**src/rtl/instr_fetch_unit.sv**
```systemverilog
// instr_fetch_unit: MIPS-32 fetch stage that owns the PC and holds one instruction per execute window.
// Latency: 2 cycles per instruction at zero-wait memory; each memory wait or stall cycle adds one.
// Backpressure: imem_ready low holds FETCH with imem_addr stable; stall high holds EXEC with pc/instr frozen.
//
// Ports:
//   clk, reset            single clock, synchronous active-high reset
//   imem_req/imem_addr    fetch request and word-aligned byte address (always equals pc)
//   imem_ready/imem_rdata memory response; rdata is captured when ready is seen in FETCH
//   stall                 extends the execute window
//   jump/branch/alu_zero  next-PC controls, sampled only on the EXEC cycle that retires
//   pc/instr/opcode       current instruction address, word and instr[31:26]
//   instr_valid           high during the execute window
//   retired_count         completed instructions, wraps at 2^32
//
// Build option: IMEM_WAIT_EN defined honours the imem_ready handshake. When undefined,
// FETCH always lasts one cycle, capturing imem_rdata then, and imem_ready is unused.
module instr_fetch_unit #(
  parameter logic [31:0] RESET_PC = 32'h0000_0000
) (
  input  logic        clk,
  input  logic        reset,
  output logic        imem_req,
  output logic [31:0] imem_addr,
  input  logic        imem_ready,
  input  logic [31:0] imem_rdata,
  input  logic        stall,
  input  logic        jump,
  input  logic        branch,
  input  logic        alu_zero,
  output logic [31:0] pc,
  output logic [31:0] instr,
  output logic [5:0]  opcode,
  output logic        instr_valid,
  output logic [31:0] retired_count
);

  typedef enum logic [1:0] {
    IDLE  = 2'd0,
    FETCH = 2'd1,
    EXEC  = 2'd2
  } state_t;

  // Low two bits of the reset vector are dropped so the PC is always word aligned.
  localparam logic [31:0] RESET_PC_ALIGNED = {RESET_PC[31:2], 2'b00};

  state_t      state;
  state_t      state_nxt;
  logic [31:0] pc_q;
  logic [31:0] instr_q;
  logic [31:0] ret_q;
  logic [31:0] pc_plus4;
  logic [31:0] jmp_target;
  logic [31:0] br_target;
  logic [31:0] next_pc;
  logic        fetch_done;

`ifdef IMEM_WAIT_EN
  assign fetch_done = imem_ready;
`else
  // Port kept for a uniform interface; memory is assumed to answer in the fetch cycle.
  logic imem_ready_unused;
  assign imem_ready_unused = imem_ready;
  assign fetch_done        = 1'b1;
`endif

  assign pc_plus4   = pc_q + 32'd4;
  assign jmp_target = {pc_plus4[31:28], instr_q[25:0], 2'b00};
  assign br_target  = pc_plus4 + {{14{instr_q[15]}}, instr_q[15:0], 2'b00};

  // Jump outranks a taken branch; all adds wrap modulo 2^32.
  always_comb begin
    next_pc = pc_plus4;
    if (jump) begin
      next_pc = jmp_target;
    end else if (branch && alu_zero) begin
      next_pc = br_target;
    end
  end

  always_ff @(posedge clk) begin
    if (reset) begin
      state   <= IDLE;
      pc_q    <= RESET_PC_ALIGNED;
      instr_q <= '0;
      ret_q   <= '0;
    end else begin
      state <= state_nxt;
      if (state == FETCH && fetch_done) begin
        instr_q <= imem_rdata;
      end
      if (state == EXEC && !stall) begin
        pc_q  <= next_pc;
        ret_q <= ret_q + 32'd1;
      end
    end
  end

  // Next state plus state-decoded outputs; nothing here depends on the
  // handshake or control inputs except the next-state choice.
  always_comb begin
    state_nxt   = state;
    imem_req    = 1'b0;
    instr_valid = 1'b0;
    case (state)
      IDLE: begin
        state_nxt = FETCH;
      end
      FETCH: begin
        imem_req = 1'b1;
        if (fetch_done) begin
          state_nxt = EXEC;
        end
      end
      EXEC: begin
        instr_valid = 1'b1;
        if (!stall) begin
          state_nxt = FETCH;
        end
      end
      default: begin
        state_nxt = IDLE;
      end
    endcase
  end

  assign imem_addr     = pc_q;
  assign pc            = pc_q;
  assign instr         = instr_q;
  assign opcode        = instr_q[31:26];
  assign retired_count = ret_q;

endmodule
```
**config.mk**
```make
export PLATFORM = sky130hd
export DESIGN_NAME = instr_fetch_unit
export DESIGN_NICKNAME = d
export VERILOG_FILES = /design/src/rtl/instr_fetch_unit.sv
export SDC_FILE = /design/constraint.sdc
export NUM_CORES = 1
export LEC_CHECK = 0
export ABC_AREA = 0
export CORE_ASPECT_RATIO = 1.75
export CORE_MARGIN = 8
export CORE_UTILIZATION = 55
export CTS_BUF_LIST = sky130_fd_sc_hd__clkbuf_4
export DETAILED_ROUTE_END_ITERATION = 10
export PLACE_DENSITY = 0.89
export SLEW_MARGIN = 10
export SYNTH_ARGS = -nofsm -noshare
export SYNTH_HDL_FRONTEND = slang
export SYNTH_SLANG_ARGS = --single-unit
export TNS_END_PERCENT = 50
```
**constraint.sdc**
```tcl
create_clock -name clk -period 6.3 [get_ports clk]
set_clock_uncertainty 0.15 [all_clocks]
set_input_delay 1.26 -clock clk [delete_from_list [all_inputs] [get_ports clk]]
set_output_delay 1.26 -clock clk [all_outputs]
set_load 0.01 [all_outputs]
```
=== Yosys cells after proc, flatten, opt, wreduce, memory -nomap -nowiden ===
Index checks and enable logic that the tools add are counted.

* Register bits after elaboration: 98
* Input bits: 39
* Output and inout bits: 136

* Add/subtract/negate cells: 3
* Eq/ne operators: 3
* Mux-type cells: 6
* Reduce and logical (&&, ||, !) cells: 4

{| class="wikitable"
|+ Operators by type and width
! cell !! count
|-
| $mux W32 || 2
|-
| $add A32 B1 Y32 const B || 1
|-
| $add A32 B3 Y32 const B || 1
|-
| $add A32 B32 Y32 || 1
|-
| $pmux W2 S3 || 1
|-
| $eq A2 B1 Y1 const B || 1
|-
| $eq A2 B2 Y1 const B || 1
|-
| $logic_and A1 B1 Y1 || 2
|-
| $logic_not A2 Y1 || 1
|-
| $mux W1 || 2
|-
| $mux W2 || 1
|-
| $ne A2 B2 Y1 const B || 1
|-
| $logic_not A1 Y1 || 1
|}

=== Longest topological paths before layout ===
* Depth after elaboration: 4
* Mapped depth: 16

=== Worst setup path before layout ===
OpenSTA, ideal clock, no wires.

* Path kind: reg-to-reg
* Start: reg pc_q[4] (netlist: imem_addr[4])
* End: reg pc_q[30] (netlist: imem_addr[30])
* Arrival: 3,642 ps
* Setup slack: 2,408 ps
* Stages on the path, launching flop included: 16
* Buffers on the path: 1
* Clock period less this slack: 3,892 ps
* Path through: dfxtp_1 > and4_1 > clkbuf_1 > and3_1 > nand2_1 > xnor2_1 > ha_1 > a21o_1 > a21o_1 > a21o_1 > a221o_1 > a31o_4 > a2111oi_4 > o31ai_1 > o311a_2 > a2111oi_4

* Cells in the longest elaborated chain, start to end: 4

{| class="wikitable"
|+ RTL lines
! what !! RTL line !! source
|-
| start: declaration || 48 || <nowiki>logic [31:0] pc_q;</nowiki>
|-
| start signal: assignment || 92 || <nowiki>pc_q <= next_pc;</nowiki>
|-
| $add A32 B3 Y32 * || 66 || <nowiki>assign pc_plus4 = pc_q + 32'd4;</nowiki>
|-
| $add A32 B32 Y32 || 68 || <nowiki>assign br_target = pc_plus4 + {{14{instr_q[15]}}, instr_q[15:0], 2'b00};</nowiki>
|-
| $mux W32 || 75 || <nowiki>end else if (branch && alu_zero) begin</nowiki>
|-
| $mux W32 * || 73 || <nowiki>if (jump) begin</nowiki>
|}

Mark *: on every way between the ends. The rest lies on a longest branch, timed or not.
A chain may end at the register's enable or synchronous reset.

=== Worst setup path in the final report ===
* Start: reg pc_q[8] (netlist: imem_addr[8])
* End: reg pc_q[31] (netlist: imem_addr[31])

The elaborated chain is that of the path after synthesis.

==> results by group <==
Floorplan
  – Number of core rows: 52
  – Die footprint: 15,700 um^2
  – Initial Utilization: between 50 and 60%
  – CORE AREA: between 10,000 and 15,000 um^2
  – Die X: ~100 um
  – # IOs: about 180
  – Die Ht: between 150 and 200 um

Cells and area
  – Ratio of cells with drive above 1 in the final layout: 3.92%
  – Final Util: a little over two thirds
  – Most common cell after layout, fill and taps aside: clkdlybuf4s50_1
  – Area delta synth->final: 25.1%
  – Commonest non-fill, non-tap cells in the layout: 168 x clkdlybuf4s50_1, 140 x nand2_1, 96 x dfxtp_1
  – Layout Nets: 1,042
  – # fillers: approximately 940
  – Fin cells: about 1,100

Pwr
  – Seq pwr share: ~53%
  – Net Switching: between 400 and 500 uW
  – Clock Power Share: between 20% and 30%
  – Max VDD drop: roughly 120 uV
  – LEAKAGE: roughly 0.0031 uW
  – Pint: 831 uW
  – Power per cell area: approximately 150 nW/um^2
  – Switch share: approximately a third
  – Comb pwr share: between 10% and 20%

Yosys
  – Post-synth EDFFs: 0
  – Syn Inst Count: about 850
  – Ys async rst share: 0%
  – Yosys warns: 0
  – Netlist Area Pre-Place: ~6500 um^2
  – Sequential area share after synthesis: just under 30%
  – Avg Inst Size Synth: around 7.6 um^2
  – Post-synth cell types: 66
  – #FFs+latches synth: between 90 and 100
  – Main synth FF type: dfxtp_1

Global route
  – Grt ovf: 0
  – GRT Overall Usage: between 20 and 30%
  – First-pass GRT wire length: roughly 33,000 um
  – Number of global-route vias before repair: ~7,000
  – Initial antenna violation count: 1
  – Largest net degree at the start of global routing: 76

Setup path
  – CP startpoint kind: register
  – Crit path DAT: about 5.0 ns
  – WS Path Type: register to register
  – Crit path buf inv count: 0
  – Flop-to-flop setup slack: ~1.5 ns
  – Crit path cell chain: and4_1 -> nand4_1 -> nor3_1 -> nand2_1 -> xnor2_1 -> ha_1 -> nand2_1 -> nor2_1 -> nand3_1 -> o31ai_1 -> nand4_1 -> o311ai_1 -> mux2_2 -> o2111ai_1
  – Crit. End Element: register
  – Worst r2r src: imem_addr[8]
  – FF-to-FF path depth: 14
  – Start point of the critical path: imem_addr[8]
  – CP required: between 6 and 7 ns
  – CP Max Fanout: 8
  – CP max-delay cell: o31ai_1
  – CP max stage delay: 0.86 ns
  – Delay-heaviest family, CP: simple AND/OR/NAND/NOR gates
  – R2r endpoint: imem_addr[31]
  – Crit path to: imem_addr[31]
  – Stages on the worst setup path: 14

Timing
  – Crit path time final: between 4 and 5 ns
  – RSZ-0062 raised after global routing: no
  – Slew Limit Fails: 0
  – Final hold slack: 0.332 ns
  – Worst slew margin relative to its limit: roughly 29%
  – Final Setup Violations: 0
  – Setup TNS: 0 ns
  – Hold Violations, Final: 0
  – Tightest Pin Transition: about 1.1 ns
  – Final worst path period share: between 70 and 80%
  – Fmax: 208 MHz
  – Worst setup margin: around 1.5 ns

Routing
  – Final ANT Viol Nets: 0
  – Mean routed wirelength per cell: roughly 19 um
  – Vias: 6,742
  – Vias per cell: between 6 and 7
  – Post-Route WL: just over 20,000 um
  – DRT Pass-1 Iters: 5
  – DRT iter0 DRCs: approximately 450
  – Drc violations: 0

Clocking
  – TritonCTS Buffers: 9
  – CTS Buffer Depth: 2
  – Post-CTS Setup Bufs: 0
  – CTS tree: yes
  – H-Tree Depth: 3
  – Clk sink count: 96
  – Hold-fix buffers at CTS: 0
  – Post_cts resized: 0
  – Worst-Skew Late Latency: 0.48 ns
  – Clk slew on worst S/H paths: approximately 0.17 ns
  – Root buffer cell: clkbuf_4

Min path
  – Hold Path Cell Cnt: 2
  – Tightest Hold Check Type: register to register

Place
  – Pre-CTS setup slack: 1.70 ns
  – Port Buf Inserts: ~170
  – GP Congestion: 0.955
  – Detail Placement HPWL: approximately 15,000 um
  – Dpl cells: 1,088

Status
  – Outcome: complete, no violations

Flow run
  – Max cap viols: 0
-- metal layers --
metal  vias up  global-route usage (%)  wire [um]
met4         0                    16.4       1030
met2       299                    47.3      10800
met3        87                    6.31       1530
li1       3212                       -          -
met1      3144                    24.8       7100
met5         -                       0          0
-- cells in the mapped netlist, types with 10 or more instances --
cell type | instances | area share [%]
ha_1 | 38 | 7.3
a21oi_1 | 88 | 6.8
nor2_1 | 74 | 4.3
nand3_1 | 35 | 2.7
clkbuf_1 | 36 | 2.1
o211ai_1 | 12 | 1.4
nor3_1 | 14 | 1.1
a21o_1 | 22 | 2.5
buf_4 | 40 | 4.6
xnor2_1 | 39 | 5.2
dfxtp_1 | 96 | 30
nand2_1 | 140 | 8.1
nand4_1 | 25 | 2.4
and3_1 | 10 | 0.96
o21ai_0 | 27 | 2.1
xor2_1 | 34 | 4.6
-- worst min path at each step --
stage,start,to,slack [ns]
6_report,instr[31],instr[31],0.33
5_1_grt,instr[29],instr[29],0.37
4_1_cts,state[1],state[0],0.33
3_5_place_dp,instr[31],instr[31],0.32
3_3_place_gp,instr[24],instr[24],0.30
2_1_floorplan,state[1],state[0],0.29
-- kinds of logic after synthesis --
kind of cell	synth area share, %
adders and majority gates	7.61
other	0.0576
AOI/OAI and AO/OA	21.5
muxes	0.653
DFF	29.5
xor gates and xnor gates	9.82
and+or+nand+nor	23.3
buffers and inverters	7.55
-- power groups by stage --
stage | clock, uW | combinational [uW] | sequential, uW
global placement | 0 | 235 | 664
detailed placement | 0 | 240 | 664
finish | 340 | 241 | 652
CTS | 344 | 240 | 652
floorplan | 0 | 131 | 667
global route | 368 | 262 | 655
-- tightest hold or removal path, delay by kind of cell (launching register included) --
kind	cells	cell delay, ns
flip-flops	1	0.35
AND/OR/NAND/NOR	1	0.05
AO/OA/AOI/OAI	1	0.05
-- per-stage QoR --
step	instance area [um^2]	total power [uW]
after floorplan	6520	799
after global placement	8000	899
after detailed placement	8000	904
after CTS	8140	1240
after global routing	8150	1290
final	8150	1230
-- layout make-up --
class	instances	area, um^2	area share, %
Tap cell	135	169	2.07
Timing Repair Buffer	178	1760	21.6
Sequential cell	96	1920	23.6
Antenna cell	1	2.50	0.0307
Inverter	11	41.3	0.507
Clock inverter	7	72.6	0.891
Clock buffer	9	67.6	0.829
Multi-Input combinational cell	668	4120	50.5
-- registers in the layout, summed over array words and instances (netlist names) --
name / flops
instr: 32
state: 2
retired_count: 32
imem_addr: 30
No activity file was read; power rests on OpenSTA's default activity.
